[config.mk]
export PLATFORM = sky130hd
export DESIGN_NAME = serial_digit_comp
export DESIGN_NICKNAME = d
export VERILOG_FILES = /design/src/rtl/serial_digit_comp.sv
export SDC_FILE = /design/constraint.sdc
export NUM_CORES = 1
export LEC_CHECK = 0
export BUFFER_PORTS_ARGS = -buffer_cell sky130_fd_sc_hd__buf_2
export CAP_MARGIN = 20
export CORE_MARGIN = 2
export CORE_UTILIZATION = 54
export DETAILED_ROUTE_END_ITERATION = 8
export PLACE_DENSITY_LB_ADDON = 0.12
export SLEW_MARGIN = 15
export SYNTH_ARGS = -nofsm -noshare
export SYNTH_HDL_FRONTEND = slang
export SYNTH_SLANG_ARGS = --single-unit
[constraint.sdc]
create_clock -name clk -period 5.34 [get_ports clk]
set_clock_uncertainty 0.2 [all_clocks]
set_input_delay 1.068 -clock clk [delete_from_list [all_inputs] [get_ports clk]]
set_output_delay 1.068 -clock clk [all_outputs]
set_load 0.005 [all_outputs]
[src/rtl/serial_digit_comp.sv]
// serial_digit_comp: accumulates MSB-first 2-bit digit compare flags into a full-width magnitude result
module serial_digit_comp #(
  parameter int NDIGITS = 4,
  parameter int CNTW = 8
) (
  input  logic clk,
  input  logic rst,
  input  logic start,
  input  logic dig_valid,
  input  logic dig_greater,
  input  logic dig_smaller,
  input  logic dig_equal,
  output logic busy,
  output logic done,
  output logic greater,
  output logic smaller,
  output logic equal,
  output logic err
);
  typedef enum logic [1:0] {IDLE, SCAN, DONE} state_t;
  state_t r_state, w_next;
  logic [CNTW-1:0] r_cnt;
  logic r_dec, r_gt, r_lt, r_err, r_res;
  logic w_acc, w_last, w_onehot;
  assign w_acc = (r_state == SCAN) && dig_valid && !start;
  assign w_last = r_cnt == CNTW'(NDIGITS - 1);
  assign w_onehot = $onehot({dig_greater, dig_smaller, dig_equal});
  always_ff @(posedge clk)
    r_state <= rst ? IDLE : w_next;
  always_comb begin
    w_next = r_state;
    if (start) w_next = SCAN;
    else if (r_state == DONE) w_next = IDLE;
    else if (w_acc && w_last) w_next = DONE;
  end
  // r_res marks a completed comparison so that outputs stay 0 before the first one
  always_ff @(posedge clk) begin
    if (rst || start) begin
      r_cnt <= '0;
      r_dec <= 1'b0;
      r_gt  <= 1'b0;
      r_lt  <= 1'b0;
      r_err <= 1'b0;
      r_res <= 1'b0;
    end else if (w_acc) begin
      r_cnt <= r_cnt + 1'b1;
      if (!w_onehot) r_err <= 1'b1;
      else if (!r_dec && !dig_equal) begin
        r_dec <= 1'b1;
        r_gt  <= dig_greater;
        r_lt  <= dig_smaller;
      end
      if (w_last) r_res <= 1'b1;
    end
  end
  always_comb begin
    busy    = r_state == SCAN;
    done    = r_state == DONE;
    greater = r_res && r_gt;
    smaller = r_res && r_lt;
    equal   = r_res && !r_dec;
    err     = r_err;
  end
endmodule

==> metrics.md <==
| Metric | Value |
|---|---|
| Growth of design area from synthesis to finish | 11.7% |
| Insertion delay of the later-clocked pin in the worst-skew pair | 0.27 ns |
| Fraction of final layout cells with drive strength greater than 1 | 0.200 |
| Number of iterations in the first detailed-routing pass | 5 |
| Placement-stage worst setup slack | ~2.4 ns |
| Max stage delay on crit path | around 0.59 ns |
| Power density relative to cell area | ~240 nW/um^2 |
| Part of the cycle the worst path needs | 0.492 |
| Antenna fix cells | 0 |
| Routed Antenna Nets | 0 |
| Via count normalized by instance count | about 5.6 |
| Detailed-route wire length | 1400 um |
| Arrival time of data at the critical path endpoint | 2.59 ns |
| Area share of the largest cell type after synthesis | 0.412 |
| Critical Path Source | dig_greater |
| Unique masters post-synth | 29 |
| Total via count after detailed routing | 617 |
| Initial DRC count | 7 |
| Final Worst Setup Slack | 2.71 ns |
| Post-synth net total | 91 |
| Slew Limit Headroom | 0.687 |
| Instance count of the mapped netlist | 82 |
| CTS buffer count | 3 |
| Number of gates resized after CTS | 0 |
| Global-route wire length before repair | 2290 um |
| Start point of the worst hold path | r_res |
| Data required time of the critical path | between 5 and 6 ns |
| Setup CP Type | in2reg |
| Final Hold Viols | 0 |
| Unrepaired setup endpoints after global routing | false |
| Count of final setup violators | 0 |
| Portion of the post-synthesis area used by sequential elements | 0.412 |
| Count of buffer and inverter cells on the critical path | 1 |
| Startpoint of the worst-slack reg-to-reg timing path | r_state[1] |
| Die Wd | 40.8 um |
| Clk root buf | clkbuf_4 |
| Number of max-capacitance violations reported | 0 |
| Outcome | completed |
| Overall routing resource usage | 0.208 |
| Largest cells by area after synthesis | dfxtp_1 41%, a21oi_1 7.5%, nand4bb_4 3.8% |
| TritonCTS Sinks | 15 |
| Via count of the first global-routing pass | 556 |
| Antenna violations before repair | 0 |
| Fmax | about 380 MHz |
| Startpoint type of the worst setup path | input port |
| Time the worst path needs with I/O delays and setup | 2.63 ns |
| Buffer count from post-CTS setup fixing | 0 |
| Port bufs | 12 |
| Clock tree from TritonCTS | built |
| Post-synth top area cell | dfxtp_1 |
| Starting utilization of the core area | 0.568 |
| HPWL after DPL | 1020 um |
| Die extent in y | 40.8 um |
| Cell type of the slowest stage on the worst timing path | or4b_2 |
| Post-Syn Area per Cell | 8.90 sq um |
| Peak supply drop | 0.162 mV |
| Crit path max fanout | 3 |
| Leak Pwr | 0.296 nW |
| Actual transition at the worst max-transition pin | 0.463 ns |
| Count of hold-fix buffers inserted at cts | 0 |
| Count of pins over their slew limit | 0 |
| GP Congestion | 0.772 |
| Deepest level of the CTS H-tree | 1 |
| Post-route setup TNS | 0 ns |
| Number of flip-flops and latches in the synthesized netlist | 15 |
| Worst min-delay path class | reg2reg |
| Synth Cell Area | 729 sq um |
| Die ar. | 1660 sq um |
| Maximum root-to-sink buffer count | 2 |
| Final Net Count | 105 |
| Synth Warn # | 0 |
| Num rows | 13 |
| Area inside the core boundary | ~1300 sq um |
| Worst Setup End Kind | flip-flop |
| Global route total overflow | 0 |
| Post-detailed-route wirelength per cell | 12.8 um |
| Count of boundary I/O pins | 13 |
| Clock transition at the registers of the reported paths | 0.09 ns |
| Ordered cell list for the critical path | buf_2 > fa_1 > or4b_2 > o21ai_0 > a21oi_1 |
| Detailed-route DRC error count | 0 |
| Maximum number of pins on one net before global-route repair | 13 |
| Kind of cell adding the most delay to the critical path | simple AND/OR/NAND/NOR gates |
metal layers:
metal / track usage / wire length, um / up-vias / part of all wire
met5: 0 / 0 / - / 0
met1: 0.277 / 728 / 281 / 0.52
met2: 0.333 / 623 / 12 / 0.44
met3: 0.0326 / 46 / 2 / 0.033
met4: 0.0833 / 5 / 0 / 0.0036
li1: - / - / 322 / -
power breakdown:
part           switching [mW]  internal [mW]  total [mW]  leakage [nW]
logic                 0.00917        0.00853      0.0177         0.160
registers             0.00150          0.113       0.114         0.121
clock network          0.0337         0.0289      0.0625        0.0150
cell families (layout without fill, tap and decap cells):
family | after synthesis | after routing | synth area share
AOI/OAI and AO/OA | 18 | 18 | 0.135
xor gates and xnor gates | 1 | 1 | 0.0120
adders and majority gates | 2 | 2 | 0.0446
buffers and inverters | 6 | 19 | 0.0429
DFF | 15 | 15 | 0.412
muxes | 2 | 2 | 0.0274
and+or+nand+nor | 38 | 38 | 0.326
state kept, by name, indices dropped and copies added, names as in the netlist:
register  flops
err           1
r_cnt         8
r_dec         1
r_gt          1
r_lt          1
r_res         1
r_state       2
metrics by stage:
stage                      util  total power, mW  std cells  hold slack (ns)  area (sq um)
final                     0.634            0.195        110            0.280           815
after global routing      0.634            0.205        110            0.307           815
after CTS                 0.634            0.196        110            0.284           815
after detailed placement  0.613            0.135        106            0.270           788
after global placement    0.613            0.134        106            0.244           788
after floorplan               -            0.129         82            0.244           729
cells in the final DEF, fill, tap and decap left out, drive strengths merged, types with 3 or more instances in the layout:
cell and instances:
a21oi 11, buf 12, clkbuf 4, dfxtp 15, inv 3, nand2 7, nand3 4, nor2 6
o21ai 4, or3 4
worst min-delay path: stages (launching register included):
cell,delay (ns)
dfxtp_1,0.32
inv_1,0.06
a21oi_1,0.05
synth_stat cells:
cell / instances
dfxtp_1: 15
a21oi_1: 11
nand2_1: 7
nor2_1: 6
nand3_1: 4
o21ai_0: 4
or3_1: 4
inv_1: 3
and2_1: 2
mux2i_1: 2
nand4_1: 2
nor2b_1: 2
nor4_1: 2
o31ai_1: 2
or4_1: 2
a22o_1: 1
and2b_1: 1
and4bb_2: 1
buf_2: 1
buf_6: 1
clkbuf_1: 1
fa_1: 1
ha_1: 1
nand2b_1: 1
nand4bb_4: 1
nor4b_1: 1
or2_2: 1
or4b_2: 1
xnor2_1: 1
path summary, 6_finish.rpt:
check	end	slack [ns]	cells past startpoint
min reg2reg	r_res	0.28	2
min	r_res	0.28	2
max reg2reg	r_cnt[6]	3.70	3
max	r_lt	2.71	5
cell type report:
class | count | area, sq um
Clock buffer | 4 | 26.3
Fill cell | 129 | 470
Inverter | 3 | 11.3
Multi-Input combinational cell | 61 | 398
Sequential cell | 15 | 300
Tap cell | 15 | 18.8
Timing Repair Buffer | 12 | 60.1
No activity file was read; power rests on OpenSTA's default activity.
